**src/rtl/gs_butterfly_intt.sv**
```systemverilog
// Four-stage Gentleman-Sande butterfly for the Kyber inverse NTT (q = 3329): c = a + b, d = (a - b) * wn.
// Define INTT_HALVE_EN to scale both outputs by 2^-1 mod q in the last stage.
module gs_butterfly_intt (
    input  logic        clk,
    input  logic        rst,
    input  logic        in_valid,
    output logic        in_ready,
    input  logic [11:0] a,
    input  logic [11:0] b,
    input  logic [11:0] wn,
    output logic        out_valid,
    input  logic        out_ready,
    output logic [11:0] c,
    output logic [11:0] d
);
    localparam int        Q   = 3329;
    localparam int        LAT = 4;
    localparam logic [12:0] Q13 = 13'd3329;

    logic en;

    logic        v1_reg, v2_reg, v3_reg, out_valid_reg;
    logic [12:0] sum_reg;
    logic [11:0] diff_reg, wn_reg;
    logic [11:0] c2_reg;
    logic [23:0] p_reg;
    logic [13:0] r_reg;
    logic [11:0] c3_reg;
    logic [11:0] c_reg, d_reg;

    logic [12:0] sum_next;
    logic [11:0] diff_next;
    logic [11:0] c2_next;
    logic [23:0] p_next;
    logic [13:0] r_next;
    logic [12:0] fold;
    logic [12:0] x;
    logic [11:0] d_red;
    logic [11:0] c_next, d_next;

    // Residues of h*2^20, m*2^16 and l*2^12 for the split-LUT product reduction.
    logic [13:0] rom_h [16];
    logic [13:0] rom_m [16];
    logic [13:0] rom_l [16];

    generate
        for (genvar gi = 0; gi < 16; gi++) begin : g_rom
            assign rom_h[gi] = 14'((gi * (1 << 20)) % Q);
            assign rom_m[gi] = 14'((gi * (1 << 16)) % Q);
            assign rom_l[gi] = 14'((gi * (1 << 12)) % Q);
        end
    endgenerate

    assign en        = out_ready | ~out_valid_reg;
    assign in_ready  = en;
    assign out_valid = out_valid_reg;
    assign c         = c_reg;
    assign d         = d_reg;

    assign sum_next  = {1'b0, a} + {1'b0, b};
    // The 12-bit wrap of (a - b) + q is exact because the true result is below q.
    assign diff_next = (a < b) ? (a - b) + 12'd3329 : a - b;

    assign c2_next = (sum_reg >= Q13) ? 12'(sum_reg - Q13) : sum_reg[11:0];
    assign p_next  = 24'(diff_reg) * 24'(wn_reg);

    assign r_next = rom_h[p_reg[23:20]] + rom_m[p_reg[19:16]] + rom_l[p_reg[15:12]]
                  + {2'b00, p_reg[11:0]};

    always_comb begin
        fold = 13'd0;
        case (r_reg[13:12])
            2'd0: fold = 13'd0;
            2'd1: fold = 13'd767;
            2'd2: fold = 13'd1534;
            2'd3: fold = 13'd2301;
            default: fold = 13'd0;
        endcase
    end

    assign x     = {1'b0, r_reg[11:0]} + fold;
    assign d_red = (x >= Q13) ? 12'(x - Q13) : x[11:0];

`ifdef INTT_HALVE_EN
    // Multiply by 2^-1 mod q: odd values borrow one q to become even first.
    function automatic logic [11:0] halve(input logic [11:0] v);
        logic [12:0] t;
        t = v[0] ? ({1'b0, v} + Q13) : {1'b0, v};
        return t[12:1];
    endfunction

    assign c_next = halve(c3_reg);
    assign d_next = halve(d_red);
`else
    assign c_next = c3_reg;
    assign d_next = d_red;
`endif

    always_ff @(posedge clk) begin
        if (rst) begin
            v1_reg        <= 1'b0;
            v2_reg        <= 1'b0;
            v3_reg        <= 1'b0;
            out_valid_reg <= 1'b0;
            c_reg         <= 12'd0;
            d_reg         <= 12'd0;
        end else if (en) begin
            v1_reg        <= in_valid;
            v2_reg        <= v1_reg;
            v3_reg        <= v2_reg;
            out_valid_reg <= v3_reg;
            c_reg         <= c_next;
            d_reg         <= d_next;
        end
    end

    // Datapath registers need no reset; the valid chain qualifies them.
    always_ff @(posedge clk) begin
        if (en) begin
            sum_reg  <= sum_next;
            diff_reg <= diff_next;
            wn_reg   <= wn;
            c2_reg   <= c2_next;
            p_reg    <= p_next;
            r_reg    <= r_next;
            c3_reg   <= c2_reg;
        end
    end

endmodule

```
**config.mk**
```make
export PLATFORM = sky130hd
export DESIGN_NAME = gs_butterfly_intt
export DESIGN_NICKNAME = d
export VERILOG_FILES = /design/src/rtl/gs_butterfly_intt.sv
export SDC_FILE = /design/constraint.sdc
export NUM_CORES = 1
export LEC_CHECK = 0
export CAP_MARGIN = 15
export CELL_PAD_IN_SITES_DETAIL_PLACEMENT = 1
export CELL_PAD_IN_SITES_GLOBAL_PLACEMENT = 1
export CORE_MARGIN = 2
export CORE_UTILIZATION = 49
export DETAILED_ROUTE_END_ITERATION = 12
export PLACE_DENSITY = 0.92
export SLEW_MARGIN = 30
export SYNTH_ARGS = -nofsm -noshare
export SYNTH_HDL_FRONTEND = slang
export SYNTH_SLANG_ARGS = --single-unit
```
**constraint.sdc**
```tcl
create_clock -name clk -period 6 [get_ports clk]
set_input_delay 0.6 -clock clk [delete_from_list [all_inputs] [get_ports clk]]
set_output_delay 0.6 -clock clk [all_outputs]
set_load 0.02 [all_outputs]
```
==> results by group <==
Detailed routing
  – Drc violations: 2
  – Final wirelength: 42500 um
  – Antenna Nets Post-Route: 0
  – Via-to-Cell Ratio: 5.97
  – Pre-antenna DRT Iters: 9
  – Total number of vias: 10700
  – Avg WL per Cell: 23.8 um
  – DRT iter0 DRCs: 702

Clocking
  – Clk Latency, worst-skew pair: 450 ps
  – Clk root buf: clkbuf_16
  – Cts bufs inserted: 17
  – Clk sink count: 127
  – CTS H-tree lvls: 4
  – CTS tree: built
  – Max Root-Sink Buffers: 2
  – Worst-path clk slew: approximately 70 ps

Critical path
  – CP Capture Type: flip-flop
  – Reg2Reg Setup Slack: -50 ps
  – Most used cell, CP: fa_1
  – Req. time, crit path: 6180 ps
  – Slowest-stage cell, CP: fa_1
  – CP Data Arrival Time: 6230 ps
  – Crit path kind: reg -> reg
  – Worst setup SP type: flip-flop
  – Crit path cell chain: buf_4 > and2_1 > fa_1 > fa_1 > fa_1 > fa_1 > inv_1 > fa_1 > inv_1 > ha_2 > a21o_1 > a21o_1 > a221o_1 > a31o_2 > a21o_1 > a21oi_1 > xnor2_1
  – Reg2Reg Launch Point: diff_reg[4]$_DFFE_PP_
  – R2R cell count: 17
  – Crit path max fanout: 9
  – Max incr delay on CP: 640 ps
  – Reg-to-reg endpoint: p_reg[19]$_DFFE_PP_

Cells and area
  – Fraction of layout cells with a size suffix above 1: between 6 and 7%
  – Util after Layout: around 57%
  – Inserted Diodes: 0
  – Most frequent cells in the layout: inv_1, nand2_1, ha_1
  – Number of fill cells: 2893
  – Max reg flops: 24
  – Nets: 1741
  – P&R area growth vs syn: 14.3%
  – Most common cell after layout, fill and taps aside: inv_1
  – Finished Cell Area: around 0.015 mm^2

STA
  – Max Transition Viols Final: 0
  – Crit path time final: about 6000 ps
  – Period utilisation layout: 101%
  – Total negative slack: -46.5 ps
  – Fin Hold WS: approximately 420 ps
  – Slew @ Worst Pin: between 800 and 900 ps
  – Clock skew after layout: 22.5 ps
  – FMAX: around 170 MHz
  – Final Hold Viols: 0
  – Slew HR: between 40 and 50%
  – Final-report setup violation count: 1
  – Worst setup margin: -46.5 ps

Synth
  – Post-Syn Nets: approximately 1700
  – Post-synth EDFFs: between 90 and 100
  – Post-synthesis cell type count: 66
  – Synth Cell Area: between 0.01 and 0.015 mm^2
  – Asr flop ratio synth: 0%
  – Ys flop type: edfxtp_1
  – Mapped Avg Cell Area: 9.51 um^2
  – Seq/Total Area, Yosys: 27.4%
  – FF+latch count, synth: 127
  – Yosys warns: 0
  – Post-Syn Instances: 1356

Place
  – Port Buf Inserts: 65
  – Dpl hpwl: 28500 um
  – Gpl congestion: 0.873
  – Post-DP Area: about 0.014 mm^2

GRT
  – First-pass GRT wire length: 65500 um
  – GRT Util Overall: ~30%
  – Grt total ovfl: 0
  – Vias in the first global route: 11900
  – Initial antenna violation count: 0
  – Largest net degree at the start of global routing: 86

Floorplan
  – DIE WIDTH: around 170 um
  – # rows: 59
  – Core ar.: 0.0260 mm^2
  – Initial Utilization: 49.6%
  – IO Pins: 66
  – Die area: 0.0276 mm^2
  – Chip height: 166 um

Job
  – # Max-Cap Violations: 0

Min path
  – Hold Path Depth: 0
  – Hold crit path type: reg -> reg
  – Sink of the worst hold path: c3_reg[3]$_DFFE_PP_
  – Hold Startpoint: c2_reg[3]$_DFFE_PP_

Run status
  – Status: complete, but fails checks
  – Failing checks: design-rule violations, negative setup slack
==> cell usage after synthesis, types with 21 or more instances <==
| library cell | number | area share (%) |
|---|---|---|
| inv_1 | 226 | 6.6 |
| nand2_1 | 158 | 4.6 |
| ha_1 | 138 | 13 |
| fa_1 | 127 | 20 |
| edfxtp_1 | 99 | 23 |
| a21oi_1 | 74 | 2.9 |
| and2_1 | 62 | 3.0 |
| nor2_1 | 61 | 1.8 |
| xnor2_1 | 59 | 4.0 |
| o21ai_0 | 49 | 1.9 |
| clkbuf_1 | 44 | 1.3 |
| dfxtp_1 | 28 | 4.3 |
| xor2_1 | 25 | 1.7 |
| a21o_1 | 21 | 1.2 |
==> routing by layer <==
layer  wire length, um  share of wire [%]  vias to the layer above  track usage (%)
li1                  -                  -                     4592                -
met1             14900                 35                     5301             32.0
met2             22000                 52                      531             55.2
met3              2290                5.4                      231             5.62
met4              3330                7.8                        0             19.3
met5                 0                  0                        -                0
==> critical path: cells and delay by family, from the launching register on <==
kind,cells,cell delay [ps]
compound gates,6,1470
xor+xnor,1,100
fa+ha+maj,6,3110
buf+inv,3,360
flops,1,550
simple gates,1,190
==> stage by stage <==
step | worst slack (ps) | cells
floorplan | 473 | 1356
global placement | 288 | 1718
detailed placement | -33.8 | 1718
CTS | 4.58 | 1763
global route | -225 | 1784
finish | -46.5 | 1784
==> what timing repair did <==
item                       CTS  global route
setup endpoints to repair    3             7
hold buffers                 0             0
setup buffers               13            21
pin swaps                    0             4
gates resized for setup      0            15
==> how the worst max path moves through the flow <==
stage	start	endpoint	slack (ps)	cells after the start
after global routing	wn_reg[4]$_DFFE_PP_	p_reg[19]$_DFFE_PP_	-220	19
after detailed placement	wn_reg[8]$_DFFE_PP_	p_reg[23]$_DFFE_PP_	-30	18
after floorplan	wn_reg[5]$_DFFE_PP_	p_reg[23]$_DFFE_PP_	470	19
after CTS	diff_reg[6]$_DFFE_PP_	p_reg[23]$_DFFE_PP_	5	18
after global placement	wn_reg[5]$_DFFE_PP_	p_reg[23]$_DFFE_PP_	290	18
final	diff_reg[4]$_DFFE_PP_	p_reg[19]$_DFFE_PP_	-50	17
==> cell type report <==
type	count	area (um^2)	share of cell area [%]
Timing Repair Buffer	108	976	6.62
Multi-Input combinational cell	955	8360	56.8
Sequential cell	127	3530	24.0
Clock buffer	21	503	3.41
Inverter	227	855	5.80
Clock inverter	11	87.6	0.594
Tap cell	335	419	2.84
==> kinds of logic after synthesis <==
logic type,Yosys count,share of synthesized area (%)
AOI/OAI and AO/OA,225,11.2
xor gates and xnor gates,84,5.70
adders and majority gates,265,33.1
buffers and inverters,274,8.03
DFF,127,27.4
muxes,11,0.970
and+or+nand+nor,370,13.6
Power is left out: the tool's default activity adds up to more than one toggle a clock period on the data nets, which glitch-free logic cannot reach.
==> edit 1, RTL diff (same settings) <==
Build with the macro `INTT_HALVE_EN` defined.
--- a/src/rtl/gs_butterfly_intt.sv
+++ b/src/rtl/gs_butterfly_intt.sv
@@ -2,2 +2,4 @@
 // Define INTT_HALVE_EN to scale both outputs by 2^-1 mod q in the last stage.
+`define INTT_HALVE_EN
+
 module gs_butterfly_intt (
Function: changed (Yosys sat finds a counterexample within 4 cycles, from zero or initial values and one cycle with rst high).
==> edit 1 against the unedited design <==
Setup slack better by 0.033 ns; cell count up 5.0%; routed wire length is 1.6% higher; synthesized area is 4.7% higher; worst hold slack worse by 0.018 ns; final area rose by 4.4%; die area rose by 4.5%; clock skew decreased by 0.0073 ns; the flow finishes with violations (negative setup slack); count of clock-buffer cells in the layout fell by 3; first-iteration DRC count rose by 2.1%; sequential share of layout area decreased by 1.0 points; non-clock buffer count grew 5; sequential cell count did not move.
Power is not shown: default switching activity piles up to over one toggle a cycle in this logic, so the estimate is an artifact.
==> edit 1: results (changes against the unedited design) <==
Outcome
  • Outcome: finished with violations
  • Failing checks: negative setup slack

Synth
  • Syn Nets: 1744 (+5.0%)
  • Sequential-to-total area share from yosys stat: 26.2% (-1.2 points)
  • Post-synth EDFFs: 99 (unchanged)
  • Synth unique cells: 66 (unchanged)
  • Warnings from Yosys: 0 (unchanged)
  • Ranking of synthesized cells by area: edfxtp_1, fa_1, ha_1
  • Top cells by count, synth: inv_1, nand2_1, ha_1
  • Async set-or-reset flop fraction in the synthesized netlist: 0% (unchanged)
  • Complex-gate fraction of the synthesized area: 12.1% (+0.94 points)
  • Post-Synth Adder-Cell Area: 31.8% (-1.3 points)
  • XOR/XNOR Fraction of Synth Area: 6.46% (+0.76 points)
  • Multiplexer area fraction after synthesis: 1.56% (+0.59 points)

Route
  • Drt wl/cell: 23.1 µm (-3.2%)
  • DR vias/cell: 5.96 (-0.28%)
  • Drt initial violations: 717 (+2.1%)
  • DR pass1 iterations: 8 (-1)

Timing
  • Worst Setup Slack, final: -0.0130 ns (+0.0335 ns)
  • Rel. slew slack: 45.6% (+0.92 points)
  • Worst Hold Slack: 0.406 ns (-0.0176 ns)
  • Final Skew: 0.0152 ns (-0.00726 ns)
  • # setup viols final: 1 (unchanged)

Placed design
  • # port buffers: 65 (unchanged)
  • Detail Placement HPWL: 29900 µm (+5.1%)
  • GPL Wtd Cong: 0.923 (+5.8%)

Critical path
  • Worst EP arrival: 6.21 ns (-0.02 ns)
  • Worst path slowest cell: fa_1
  • Slowest Stage Delay on Critical Path: 0.56 ns (-0.08 ns)
  • Worst-path fanout max: 7 (-2)

Final layout
  • Filler Cell Count: 3045 (+5.3%)
  • Final #Nets: 1827 (+4.9%)
  • Largest register FFs: 24 (unchanged)
  • Share of cells above drive strength 1: 7.38% (+0.61 points)
  • Antenna diodes: 0 (unchanged)

Global routing
  • Overall routing resource usage: 29.8% (-0.40 points)
  • Vias in the first global route: 12100 (+1.9%)
  • GR Util met3: 4.79% (-0.83 points)
  • Pin count of the biggest net entering global routing: 139 (+62%)
  • M2 GR Usage: 55.3% (+0.093 points)
  • Met1 usage in global routing: 31.5% (-0.54 points)
  • First-pass GRT wire length: 66000 µm (+0.81%)

CTS
  • CTS clk-pin slew, worst paths: 0.07 ns (about the same)
  • Root Buffer: clkbuf_16
  • H-tree Lvls: 4 (unchanged)
  • Clock buffer count from CTS: 17 (unchanged)

Min path
  • Hold Path Class: reg -> reg
## edit 1: changes by cell type in the layout (fill, tap and decap cells not counted), sizes merged, moves of 5 or more
cell	unedited run	this run
nor2	61	74
xnor2	59	69
nor3	18	27
a21o	21	13
inv	237	229
a211oi	13	20
nand3	13	20
nand2	158	164
o21a	8	14
and2	62	57
nor2b	13	8
o211ai	7	12
or2	1	6
## edit 1: through the flow
stage               setup TNS, ns  instance area [µm²]  cells  util [%]  setup WS [ns]
global route               -0.200                15400   1873      57.0         -0.171
global placement                0                14600   1817      53.9          0.128
detailed placement         -0.233                14600   1817      53.9         -0.138
floorplan                       0                13500   1437         -          0.366
finish                    -0.0130                15400   1873      57.0        -0.0130
CTS                             0                15300   1860      56.4         0.0272
## edit 1: path summary, 6_finish.rpt
path,start,endpoint,cells after the start
setup / recovery,wn_reg[3],p_reg[22],19
hold / removal,c2_reg[4],c3_reg[4],0
setup reg to reg,wn_reg[3],p_reg[22],19
hold reg to reg,c2_reg[4],c3_reg[4],0
## edit 1: cell families (layout without fill, tap and decap cells)
logic type / Yosys count / in the layout
AND/OR/NAND/NOR: 410 / 410
AO/OA/AOI/OAI: 246 / 246
multiplexers: 19 / 19
XOR/XNOR: 97 / 97
buffers and inverters: 271 / 366
adder cells (fa/ha/maj): 267 / 267
flip-flops: 127 / 127
## edit 1: timing repair
item	CTS	global route
resized for setup	3	13
buffers inserted	12	13
pin swaps	0	5
endpoints found under the setup margin	4	6
hold buffers	0	0
gates cloned	0	0
## edit 1: layout make-up
type / count / area share (%)
clock buffers: 18 / 2.79
clock inverters: 13 / 0.853
inverters: 222 / 5.43
multi-input cells: 1039 / 58.4
flip-flops and latches: 127 / 23.0
well taps: 341 / 2.77
repair buffers: 113 / 6.78
## edit 1: worst max-delay path: cells and delay by family, from the launching register on
| kind | cells | cell delay, ns |
|---|---|---|
| DFF | 1 | 0.50 |
| and+or+nand+nor | 1 | 0.09 |
| xor gates and xnor gates | 1 | 0.10 |
| adders and majority gates | 6 | 2.91 |
| buffers and inverters | 5 | 0.47 |
| AOI/OAI and AO/OA | 6 | 1.68 |
## edit 1: per-layer routing
layer | part of all wire (%) | routed length [µm]
met5 | 0 | 0
met4 | 6.5 | 2830
met3 | 4.3 | 1860
met2 | 52 | 22600
met1 | 37 | 15900
==> edit 2, RTL diff (same flow settings) <==
Without the edit above. Make the reset (`rst`) asynchronous in one clocked block.
--- a/src/rtl/gs_butterfly_intt.sv
+++ b/src/rtl/gs_butterfly_intt.sv
@@ -98,3 +98,3 @@
 
-    always_ff @(posedge clk) begin
+    always_ff @(posedge clk or posedge rst) begin
         if (rst) begin
Check against the original RTL: not equivalent (a bounded check fails within 4 cycles, from zero or initial values and one cycle with rst high; the reset may be asserted at any time).
==> edit 2 against the unedited design <==
Sequential share of layout area up 0.63 points; maximum frequency up 1.5%; critical path depth is 2 higher; global-route usage shrank 2.3 points; synthesized area up 2.1%; routed wire length down 2.3%; sequential cell count did not move; first-iteration DRC count is 1.1% lower; largest cell class unchanged; final area up 1.3%; setup slack better by 0.089 ns; via count decreased by 0.40%.
Power is left out: the tool's default activity adds up to more than one toggle a clock period on the data nets, which glitch-free logic cannot reach.
==> edit 2: results (changes against the unedited design) <==
Outcome
  • Outcome: completed

CTS
  • Clock latency on the worst-skew pair: 0.44 ns
  • Root Buffer: clkbuf_16
  • Clock buffer depth: 2 (unchanged)

Timing
  • Rel. slew slack: 37.1% (-7.6 points)
  • Final Skew: 0.0133 ns (-0.00912 ns)

Global routing
  • GR Util met3: 4.87% (-0.76 points)
  • M2 GR Usage: 52.4% (-2.7 points)
  • Met1 usage in global routing: 29.5% (-2.5 points)
  • Pin count of the biggest net entering global routing: 74 (-14%)
  • First-pass GRT wire length: 61100 µm (-6.7%)
  • Overall routing resource usage: 27.9% (-2.3 points)
  • Vias in the first global route: 11700 (-1.7%)

Final layout
  • Share of cells above drive strength 1: 6.10% (-0.67 points)
  • Filler Cell Count: 2917 (+0.83%)
  • Final #Nets: 1768 (+1.6%)
  • Largest register FFs: 24 (unchanged)
  • Antenna diodes: 0 (unchanged)

Route
  • Drt initial violations: 694 (-1.1%)
  • Vias: 10600 (-0.40%)
  • Drt wl/cell: 22.9 µm (-3.8%)
  • DR pass1 iterations: 5 (-4)

Synth
  • Sequential-to-total area share from yosys stat: 27.9% (+0.50 points)
  • Ranking of synthesized cells by area: edfxtp_1, fa_1, ha_1
  • Top cells by count, synth: inv_1, nand2_1, ha_1
  • Async set-or-reset flop fraction in the synthesized netlist: 22.0% (+22 points)
  • Synth unique cells: 70 (+6.1%)
  • Syn Nets: 1696 (+2.1%)
  • Post-synth EDFFs: 99 (unchanged)

Placed design
  • GPL Wtd Cong: 0.893 (+2.4%)
  • Area after DPL: 0.0141 mm² (+1.9%)
  • Detail Placement HPWL: 28700 µm (+0.86%)

Min path
  • Hold Path Class: reg -> reg

Critical path
  • Worst EP arrival: 6.12 ns (-0.11 ns)
  • Setup crit start kind: flop
  • Worst-path fanout max: 9 (unchanged)
-- edit 2: cell types whose count changed after synthesis, sizes merged, moves of 11 or more --
cell   delta
dfxtp    -28
a21oi    -15
dfrtp    +28
a21o     -12
nand2    +22
nor2     +11
-- edit 2: per-layer routing --
metal | up-vias | share of wire, %
li1 | 4682 | -
met1 | 5292 | 36
met2 | 458 | 53
met3 | 180 | 4.7
met4 | 0 | 6.5
met5 | - | 0
-- edit 2: logic make-up (layout without fill, tap and decap cells) --
kind of cell,Yosys count,after routing,share of synthesized area (%)
and+or+nand+nor,431,431,15.5
buffers and inverters,275,360,7.91
adders and majority gates,265,265,32.4
AOI/OAI and AO/OA,210,210,10.5
DFF,127,127,27.9
xor gates and xnor gates,72,72,4.79
muxes,11,11,0.960
-- edit 2: layout make-up --
class | instances | area (µm²) | share of cell area [%]
clock inverter | 9 | 63.8 | 0.427
timing repair buffer | 98 | 898 | 6.02
sequential | 127 | 3670 | 24.6
tap | 335 | 419 | 2.81
inverter | 230 | 866 | 5.80
multi-input combinational | 989 | 8480 | 56.8
clock buffer | 23 | 533 | 3.57
-- edit 2: critical path: stages (launching register included) --
cell,delay [ns]
edfxtp_1,0.48
buf_4,0.25
nand2_1,0.11
fa_1,0.51
fa_1,0.41
inv_1,0.11
fa_1,0.45
fa_1,0.55
inv_1,0.08
fa_1,0.55
inv_1,0.06
ha_1,0.37
o21a_1,0.23
o21ai_1,0.27
a21oi_1,0.17
a31oi_2,0.27
o21ai_0,0.23
a21o_1,0.25
a21oi_1,0.20
xnor2_1,0.12
-- edit 2: worst paths after layout --
path | startpoint | endpoint | slack (ns) | cells past startpoint
max | diff_reg[2] | p_reg[19] | 0.04 | 19
min reg2reg | c2_reg[5] | c3_reg[5] | 0.43 | 0
min | c2_reg[5] | c3_reg[5] | 0.43 | 0
max in group asynchronous | rst | c[11] | 5.02 | 2
min in group asynchronous | rst | d[9] | 0.57 | 2
max reg2reg | diff_reg[2] | p_reg[19] | 0.04 | 19
-- edit 2: stage by stage --
step / std cells / worst slack, ns / util (%) / setup TNS [ns]
floorplan: 1391 / 0.687 / - / 0
global placement: 1752 / 0.398 / 53.8 / 0
detailed placement: 1752 / 0.0484 / 53.8 / 0
CTS: 1789 / 0.0502 / 56.3 / 0
global route: 1811 / -0.0686 / 57.0 / -0.126
finish: 1811 / 0.0430 / 57.0 / 0
-- edit 2: repair_timing --
action | in CTS | in global routing
pin swaps | 0 | 1
resized for setup | 1 | 4
endpoints found under the setup margin | 2 | 6
hold buffers | 0 | 0
buffers inserted | 5 | 22
